`src/rtl/truth_table_scanner.sv`:
```
// Clocked truth-table scan: walks every input vector into a combinational gate, samples
// its output after a settle delay and compares it against a golden table.
module truth_table_scanner #(
  parameter int unsigned              N_IN     = 2,
  parameter logic [(1<<N_IN)-1:0]     EXPECTED = 4'b1101,
  parameter int unsigned              SETTLE   = 1
) (
  input  logic                    clk,
  input  logic                    rst_n,
  input  logic                    start,
  input  logic                    dut_s,
  output logic [N_IN-1:0]         vec,
  output logic                    busy,
  output logic                    done,
  output logic                    pass,
  output logic [N_IN:0]           err_count,
  output logic                    first_err_valid,
  output logic [N_IN-1:0]         first_err_idx,
  output logic [(1<<N_IN)-1:0]    result_table
);

  localparam int unsigned CW = (SETTLE > 1) ? $clog2(SETTLE) : 1;

  typedef enum logic [1:0] {IDLE, DRIVE, SAMPLE, DONE} state_t;

  state_t                  state_q;
  logic [N_IN-1:0]         vec_q;
  logic [CW-1:0]           cnt_q;
  logic                    busy_q;
  logic                    done_q;
  logic                    pass_q;
  logic [N_IN:0]           err_q;
  logic                    fev_q;
  logic [N_IN-1:0]         fidx_q;
  logic [(1<<N_IN)-1:0]    table_q;

  logic                    mismatch;
  logic [N_IN:0]           err_d;

  always_comb begin
    mismatch = (dut_s != EXPECTED[vec_q]);
    err_d    = err_q + {{N_IN{1'b0}}, mismatch};
  end

  always_ff @(posedge clk or negedge rst_n) begin
    if (!rst_n) begin
      state_q <= IDLE;
      vec_q   <= '0;
      cnt_q   <= '0;
      busy_q  <= 1'b0;
      done_q  <= 1'b0;
      pass_q  <= 1'b0;
      err_q   <= '0;
      fev_q   <= 1'b0;
      fidx_q  <= '0;
      table_q <= '0;
    end else begin
      case (state_q)
        IDLE, DONE: begin
          if (start) begin
            state_q <= DRIVE;
            vec_q   <= '0;
            cnt_q   <= '0;
            busy_q  <= 1'b1;
            done_q  <= 1'b0;
            pass_q  <= 1'b0;
            err_q   <= '0;
            fev_q   <= 1'b0;
            fidx_q  <= '0;
            table_q <= '0;
          end
        end
        DRIVE: begin
          if (cnt_q == CW'(SETTLE - 1)) state_q <= SAMPLE;
          else                          cnt_q   <= cnt_q + CW'(1);
        end
        SAMPLE: begin
          table_q[vec_q] <= dut_s;
          err_q          <= err_d;
          if (mismatch && !fev_q) begin
            fev_q  <= 1'b1;
            fidx_q <= vec_q;
          end
          // pass uses the count including this last vector's comparison
          if (vec_q == '1) begin
            state_q <= DONE;
            busy_q  <= 1'b0;
            done_q  <= 1'b1;
            pass_q  <= (err_d == '0);
          end else begin
            vec_q   <= vec_q + N_IN'(1);
            cnt_q   <= '0;
            state_q <= DRIVE;
          end
        end
        default: state_q <= IDLE;
      endcase
    end
  end

  assign vec             = vec_q;
  assign busy            = busy_q;
  assign done            = done_q;
  assign pass            = pass_q;
  assign err_count       = err_q;
  assign first_err_valid = fev_q;
  assign first_err_idx   = fidx_q;
  assign result_table    = table_q;

endmodule

```
`config.mk`:
```
export PLATFORM = sky130hd
export DESIGN_NAME = truth_table_scanner
export DESIGN_NICKNAME = d
export VERILOG_FILES = /design/src/rtl/truth_table_scanner.sv
export SDC_FILE = /design/constraint.sdc
export NUM_CORES = 1
export LEC_CHECK = 0
export ABC_AREA = 1
export CAP_MARGIN = 20
export CELL_PAD_IN_SITES_DETAIL_PLACEMENT = 1
export CELL_PAD_IN_SITES_GLOBAL_PLACEMENT = 1
export CORE_MARGIN = 1
export CORE_UTILIZATION = 30
export DETAILED_ROUTE_END_ITERATION = 10
export HOLD_SLACK_MARGIN = 0.06
export PLACE_DENSITY_LB_ADDON = 0.08
export RECOVER_POWER = 50
export SETUP_SLACK_MARGIN = 0.02
export SKIP_LAST_GASP = 1
export SYNTH_ARGS = -nofsm -noshare
export SYNTH_HDL_FRONTEND = slang
export SYNTH_SLANG_ARGS = --single-unit
```
`constraint.sdc`:
```
create_clock -name clk -period 2.5 [get_ports clk]
set_input_delay 0.25 -clock clk [delete_from_list [all_inputs] [get_ports clk]]
set_output_delay 0.25 -clock clk [all_outputs]
set_load 0.03 [all_outputs]
```
---- Word-level counts from Yosys, hierarchy flattened ----
Cells that the tools add are included.
storage, ports and cells
  input port bits ......................... 4
  output and inout port bits .............. 15
  register bits after elaboration ......... 18
  word-level logic and storage cells ...... 69
operators by class
  order comparisons ....................... 2
  muxes and demuxes ....................... 31
  add/sub/neg operators ................... 3
  reduce and logical (&&, ||, !) cells .... 13
  equal/unequal tests ..................... 10
operators with widths
  operator                                                                       number
  2-bit two-way mux                                                              6
  1-bit two-way mux                                                              10
  2-bit inequality test (second input constant)                                  5
  3-bit AND reduction                                                            3
  1-bit case mux with 2 select lines                                             4
  2-bit case mux with 2 select lines                                             2
  4-bit case mux with 2 select lines                                             1
  2-bit equality test (second input constant)                                    3
  2-bit case mux with 3 select lines                                             1
  3-bit case mux with 2 select lines                                             1
  2-bit AND reduction                                                            3
  4-bit bitwise mux                                                              1
  4-bit two-way mux                                                              1
  3-bit by 1-bit adder with 3-bit output                                         1
  3-bit zero test                                                                1
  2-bit by 3-bit less-than comparator with 1-bit output (second input constant)  1
  3-bit two-way mux                                                              1
  1-bit case mux with 3 select lines                                             1
  2-bit by 1-bit adder with 2-bit output (second input constant)                 1
  1-bit binary-select mux with 2-bit select                                      1
  1-bit demux with 2-bit select                                                  1
  2-bit by 1-bit equality test with 1-bit output (second input constant)         1
  2-bit by 1-bit >= comparator with 1-bit output (second input constant)         1
  1-bit logical AND                                                              2
  other kinds (6)                                                                6

---- Logic depth before layout (Yosys ltp) ----
Gate-level depths: netlist of the first run.
  depth in word-level cells ............... 7
  gate-level depth with buffers ........... 10
  mapped depth without buffers ............ 10

---- Worst setup path after synthesis of the first run ----
Ideal clock, no wire load.
  path type ............................... reg-to-reg
  from .................................... register vec_q[1] (netlist: vec[1])
  to ...................................... register pass_q (netlist: pass)
  library setup time ...................... 0.076 ns
  data arrival time ....................... 1.858 ns
  cell stages (with the launch flop) ...... 11
  path slack .............................. 0.566 ns
  buffers on the path ..................... 0
  clock period less this slack ............ 1.934 ns
  required time ........................... 2.424 ns
  cells stage by stage .................... dfrtp_1 inv_1 ha_1 inv_1 nand2_1 and2_1 ha_1 ha_1 xnor2_1 nand3_1 o21ai_1
on the way
  longest elaborated chain between the ends .. 7
  elaborated cells between the ends (all ways) .. 10
  those cells by class .................... add/sub (1); eq/ne (3); mux (4); reduce/logical (2)
RTL lines
  element                                    RTL line  source
  start: declaration                         27        logic [N_IN-1:0] vec_q;
  start signal: assignment                   91        vec_q <= vec_q + N_IN'(1);
  1-bit binary-select mux with 2-bit select  41        mismatch = (dut_s != EXPECTED[vec_q]);
  1-bit two-way mux (not written as such)    41
  1-bit inequality test                      41
  3-bit by 1-bit adder with 3-bit output     42        err_d = err_q + {{N_IN{1'b0}}, mismatch};
  3-bit zero test                            89        pass_q <= (err_d == '0);
  1-bit two-way mux                          85        if (vec_q == '1) begin
  1-bit case mux with 2 select lines         58        case (state_q)
  end signal: assignment                     89
  end: declaration                           31        logic pass_q;
Several ways; a longest one is shown, not always the timed one. The select of a mux whose other input is x is not followed.
A chain may end at the register's enable or synchronous reset.

---- Worst setup path after layout of the first run ----
Ends and elaborated chain as after synthesis.

==> summary.txt, run 1 <==
Timing
  – Final Slew Violations: 0
  – Setup violations, final: 0
  – Worst Tran Pin Value: 0.817 ns
  – Clk_skew: 0.00205 ns
  – Relative slew margins: 45.3%
  – Final hold vios: 0
  – WHS: 0.473 ns
  – Final setup TNS: 0 ns
  – Post-route minimum period: 1.97 ns
  – Tcrit/Tclk final: 78.8%
  – Fmax: 508 MHz
  – RSZ-0062 raised after global routing: false

Synth
  – Post-synth top flop: dfrtp_1
  – Syn nets: 118
  – Ys async rst share: 100%
  – Gate Count Post-Synth: 104
  – Post-synth top area share: 46.1%
  – Synth cell types: 19
  – Netlist Area Pre-Place: 922 µm²
  – #FFs+latches synth: 17
  – Yosys warnings: 0
  – Area leader, netlist: dfrtp_1
  – Top cells by count, synth: nand2_1 (27), dfrtp_1 (17), inv_1 (14)
  – Synth top area cells: dfrtp_1 (46%), ha_1 (14%), nand2_1 (11%), inv_1 (5.7%), o21ai_0 (5.4%)
  – Count leader, synth: nand2_1
  – Sequential area share after synthesis: 46.1%
  – Post-synth EDFFs: 0
  – Syn avg cell area: 8.87 µm²

Place
  – Post-DP HPWL: 1670 µm
  – Placed Instance Area: 1130 µm²
  – RD Place Congestion: 0.709
  – IO Port Bufs: 18

Worst setup path
  – Cell repeated most along the worst path: ha_1
  – Worst EP required: 2.73 ns
  – Worst path top cell family by delay: adder cells
  – Crit Path Class: register to register
  – Worst reg2reg path depth: 10
  – Critical path, cell by cell: inv_1 > ha_1 > inv_1 > nand2_1 > and2_1 > ha_1 > ha_1 > xnor2_1 > nand3_1 > o21ai_1
  – Reg2Reg Setup Slack: 0.53 ns
  – Worst r2r dst: pass$_DFFE_PN0P_
  – CP Capture Type: register
  – FF-to-FF Start: vec[1]$_DFFE_PN0P_
  – Worst path slowest cell: dfrtp_1
  – Buf/Inv on CP: 2
  – CP Launch Type: register
  – CP peak stage delay: 0.48 ns
  – Crit Path Max Fanout: 6
  – Arrival time at the worst endpoint: 2.20 ns

Min path
  – Hold/Removal Path Class: register to register
  – Min-Delay Endpoint: done$_DFFE_PN0P_
  – Min-delay src: done$_DFFE_PN0P_
  – Hold path depth: 2

Final layout
  – Area Overhead vs Synth: 24.2%
  – Total Nets Final: 140
  – Final Util: 40.5%
  – Fraction of layout cells with a size suffix above 1: 6.40%
  – Design area: 1140 µm²
  – # diodes: 0

GRT
  – First-pass GRT wire length: 3840 µm
  – Gr ovfl total: 0
  – Largest net degree at the start of global routing: 18
  – Total Routing Usage GR: 15.8%
  – Initial antenna violation count: 0
  – Vias in the first global route: 803

CTS
  – CTS tree: yes
  – Hold Buf Count CTS: 0
  – CTS root buf: clkbuf_4
  – CTS H-tree depth: 1
  – Clock buffer count from CTS: 3
  – CTS sink cnt: 17
  – CTS resizes: 0
  – Worst-path clk slew: 0.10 ns
  – Maximum clock path buffer count: 2
  – Worst-Skew Late Latency: 0.29 ns
  – Buffers inserted by post-CTS timing repair: 0

Pwr
  – Leak: 0.000586 µW
  – Overall power: 1130 µW
  – Highest ir drop seen on vdd: 0.000405 V
  – Power per cell area: 984 nW/µm²

Floorplan
  – Initial Utilization: 32.6%
  – Die Y: 57.4 µm
  – Cell row count: 19
  – Die width: 57.4 µm
  – CORE AREA: 2830 µm²
  – Die footprint: 3300 µm²
  – I/O pin count: 19

Detailed routing
  – Initial DRC Count: 10
  – WL/cell: 14.0 µm
  – Routed WL: 2180 µm
  – DRC: 0
  – Router iterations before antenna repair: 2
  – Final antenna-violating net count: 0
  – Vias: 758
  – Via-to-Cell Ratio: 4.86

Outcome
  – Status: complete, no violations

Run
  – Max-cap viol count: 0
## placed cells by master (no fill, tap or decap), types with 2 or more instances in the layout
cell / instances
dlygate4sd3_1: 6
nand2_1: 28
inv_1: 14
dfrtp_1: 17
clkbuf_4: 3
o21ai_1: 3
clkdlybuf4s50_1: 12
ha_1: 10
nor2_1: 5
o21ai_2: 2
o21ai_0: 10
nand3_1: 2
nand4_1: 5
## cells by family (layout without fill, tap and decap cells)
group | count (synthesis) | in the layout | synth area share, %
AO/OA/AOI/OAI | 17 | 17 | 10.3
AND/OR/NAND/NOR | 43 | 43 | 22.1
XOR/XNOR | 1 | 1 | 0.950
buffers and inverters | 16 | 37 | 6.92
adder cells (fa/ha/maj) | 10 | 10 | 13.6
flip-flops | 17 | 17 | 46.1
## power by group
part	internal, µW	switching, µW
combinational	197	401
clock	62.1	86.2
sequential	328	52.2
## cell type report
class	count	area (µm²)
Timing Repair Buffer	18	180
Multi-Input combinational cell	71	418
Tap cell	31	38.8
Clock buffer	4	26.3
Sequential cell	17	425
Fill cell	346	1680
Inverter	15	56.3
## sequential cells by signal, summed over array words and instances, names as in the netlist
name,flops
busy,1
done,1
err_count,3
first_err_idx,2
first_err_valid,1
pass,1
result_table,4
state_q,2
vec,2
## tightest hold or removal path: cells and delay by family, from the launching register on
kind          cells  cell delay, ns
flops             1            0.35
simple gates      2            0.09
## routing by layer
layer  vias up  global-route usage, %  wire length, µm
li1        376                      -                -
met1       364                   21.1             1060
met2        13                   24.3             1010
met3         5                   4.76               76
met4         0                   5.23               30
met5         -                      0                0
## how the worst max path moves through the flow
| stage | start | to | slack [ns] | cells after the start |
|---|---|---|---|---|
| after global routing | vec[1]$_DFFE_PN0P_ | pass$_DFFE_PN0P_ | 0.32 | 10 |
| final | vec[1]$_DFFE_PN0P_ | pass$_DFFE_PN0P_ | 0.53 | 10 |
| after global placement | dut_s | pass$_DFFE_PN0P_ | 0.61 | 8 |
| after CTS | vec[1]$_DFFE_PN0P_ | pass$_DFFE_PN0P_ | 0.51 | 10 |
| after detailed placement | dut_s | pass$_DFFE_PN0P_ | 0.52 | 9 |
| after floorplan | vec[1]$_DFFE_PN0P_ | pass$_DFFE_PN0P_ | 0.57 | 10 |
## per-stage QoR
stage	setup WS (ns)	instances
after floorplan	0.566	104
after global placement	0.614	152
after detailed placement	0.518	152
after CTS	0.508	156
after global routing	0.319	156
final	0.530	156
(Power assumes the default switching activity.)
==> inputs of run 2 (changes only) <==
clock period = 1.81 ns   (was 2.5 ns; I/O delays follow)
==> run 2 against run 1 <==
The flow now finishes with violations (DRC). Die area unchanged. Critical path depth decreased by 7. Via count is 3.6% higher. Register-to-register slack worse by 0.39 ns. Routed wire length rose by 0.87%. Cell area increased by 6.0%. Worst hold slack better by 0.012 ns. Largest power group unchanged.
==> summary.txt, run 2 (synthesized netlist as in run 1, its figures left out) <==
Timing
  – Fmax: 569 MHz
  – Setup WS post-layout: 0.0512 ns
  – WHS: 0.485 ns
  – Final setup TNS: 0 ns
  – Final Slew Violations: 0
  – Setup violations, final: 0
  – Clk_skew: 0.00122 ns
  – RSZ-0062 raised after global routing: true
  – Post-route minimum period: 1.76 ns
  – Final hold vios: 0
  – Worst Tran Pin Value: 0.969 ns
  – Tcrit/Tclk final: 97.2%
  – Relative slew margins: 35.4%

Final layout
  – Filler cell count: 348
  – Fraction of layout cells with a size suffix above 1: 16.0%
  – # diodes: 0
  – Design area: 1210 µm²
  – Area Overhead vs Synth: 31.6%
  – Commonest cells after routing, fill and taps aside: nand2_1 (27), dfrtp_1 (15), clkdlybuf4s50_1 (14), inv_1 (13), o21ai_0 (10)
  – Total Nets Final: 146
  – Largest register FFs: 4
  – Commonest non-fill, non-tap cell in the layout: nand2_1

CTS
  – Worst-path clk slew: 0.11 ns
  – CTS H-tree depth: 1
  – Clock buffer count from CTS: 3
  – CTS root buf: clkbuf_4
  – CTS sink cnt: 17
  – Hold Buf Count CTS: 0
  – Worst-Skew Late Latency: 0.29 ns
  – CTS tree: yes
  – Maximum clock path buffer count: 2

Detailed routing
  – Router iterations before antenna repair: 7
  – Vias: 785
  – DRC: 1
  – Routed WL: 2200 µm
  – Final antenna-violating net count: 0
  – WL/cell: 13.6 µm
  – Via-to-Cell Ratio: 4.85
  – Initial DRC Count: 18

Pwr
  – Sequential power share: 31.2%
  – Clock network fraction of total power: 13.2%
  – Psw: 771 µW
  – Power per cell area: 1340 nW/µm²
  – Highest ir drop seen on vdd: 0.000495 V
  – Combinational Power Share: 55.6%
  – Internal Power: 850 µW
  – Leak: 0.000616 µW
  – Sw Share: 47.6%

Run
  – Max-cap viol count: 0

Outcome
  – Status: finished with violations
  – Failing checks: DRC

Floorplan
  – I/O pin count: 19
  – Die footprint: 3300 µm²
  – Die Y: 57.4 µm
  – Cell row count: 19
  – Die width: 57.4 µm
  – Initial Utilization: 32.6%
  – CORE AREA: 2830 µm²

GRT
  – Total Routing Usage GR: 15.7%
  – Largest net degree at the start of global routing: 18
  – Initial antenna violation count: 0
  – Gr ovfl total: 0
  – Vias in the first global route: 847
  – First-pass GRT wire length: 3900 µm

Place
  – Worst slack, placed: -0.00509 ns
  – RD Place Congestion: 0.721
  – IO Port Bufs: 18
  – Placed Instance Area: 1170 µm²
  – Post-DP HPWL: 1660 µm

Worst setup path
  – CP Capture Type: output port
  – Worst path slowest cell: clkdlybuf4s50_1
  – CP peak stage delay: 0.59 ns
  – CP Launch Type: register
  – Arrival time at the worst endpoint: 1.58 ns
  – Crit Path Class: register to output port
  – Crit Path Max Fanout: 7
  – FF-to-FF Start: vec[0]$_DFFE_PN0P_
  – Worst EP required: 1.63 ns
  – Critical path, cell by cell: buf_4 > buf_4 > clkdlybuf4s50_1
  – Critical Path Start: vec[0]$_DFFE_PN0P_
  – Cell repeated most along the worst path: buf_4

Min path
  – Hold/Removal Path Class: register to register
  – Min-delay src: done$_DFFE_PN0P_
## run 2: per-layer routing
| layer | global-route usage [%] | up-vias | share of wire [%] |
|---|---|---|---|
| li1 | - | 389 | - |
| met2 | 25.6 | 12 | 46 |
| met4 | 7.32 | 0 | 2.2 |
| met5 | 0 | - | 0 |
| met1 | 20.5 | 380 | 49 |
| met3 | 2.04 | 4 | 2.9 |
## run 2: final cells by class
| cell class | instances | area, µm² | area share [%] |
|---|---|---|---|
| Timing Repair Buffer | 24 | 221 | 18.2 |
| Multi-Input combinational cell | 71 | 442 | 36.4 |
| Sequential cell | 17 | 428 | 35.3 |
| Clock inverter | 1 | 5.00 | 0.412 |
| Inverter | 15 | 56.3 | 4.64 |
| Tap cell | 31 | 38.8 | 3.20 |
| Clock buffer | 3 | 22.5 | 1.86 |
## run 2: power by group through the flow
stage	logic, µW	clock network (µW)	registers [µW]
2_1_floorplan	485	0	624
3_3_place_gp	892	0	513
3_5_place_dp	911	0	515
4_1_cts	918	227	508
5_1_grt	1010	239	516
6_report	902	214	505
## run 2: through the flow
step	total power [µW]	cells	utilization [%]
global route	1760	162	42.9
floorplan	1110	104	-
finish	1620	162	42.9
detailed placement	1430	157	41.5
global placement	1410	157	41.5
CTS	1650	161	42.5
## run 2: timing repair
action                     CTS  global route
resized for setup            0             3
setup endpoints to repair    0             5
setup buffers                0             1
## run 2: worst max-delay path, delay by kind of cell, from the launching register on
| kind | cells | cell delay [ns] |
|---|---|---|
| buffers and inverters | 3 | 0.87 |
| flip-flops | 1 | 0.42 |
## run 2: final timing paths
| path | cells past startpoint | slack, ns | to |
|---|---|---|---|
| min in group asynchronous | 2 | 0.54 | state_q[0]$_DFFE_PN0P_ |
| min reg2reg | 2 | 0.48 | done$_DFFE_PN0P_ |
| max reg2reg | 9 | 0.14 | pass$_DFFE_PN0P_ |
| max | 3 | 0.05 | vec[0] |
| max in group asynchronous | 2 | 0.62 | vec[0]$_DFFE_PN0P_ |
| min | 2 | 0.48 | done$_DFFE_PN0P_ |
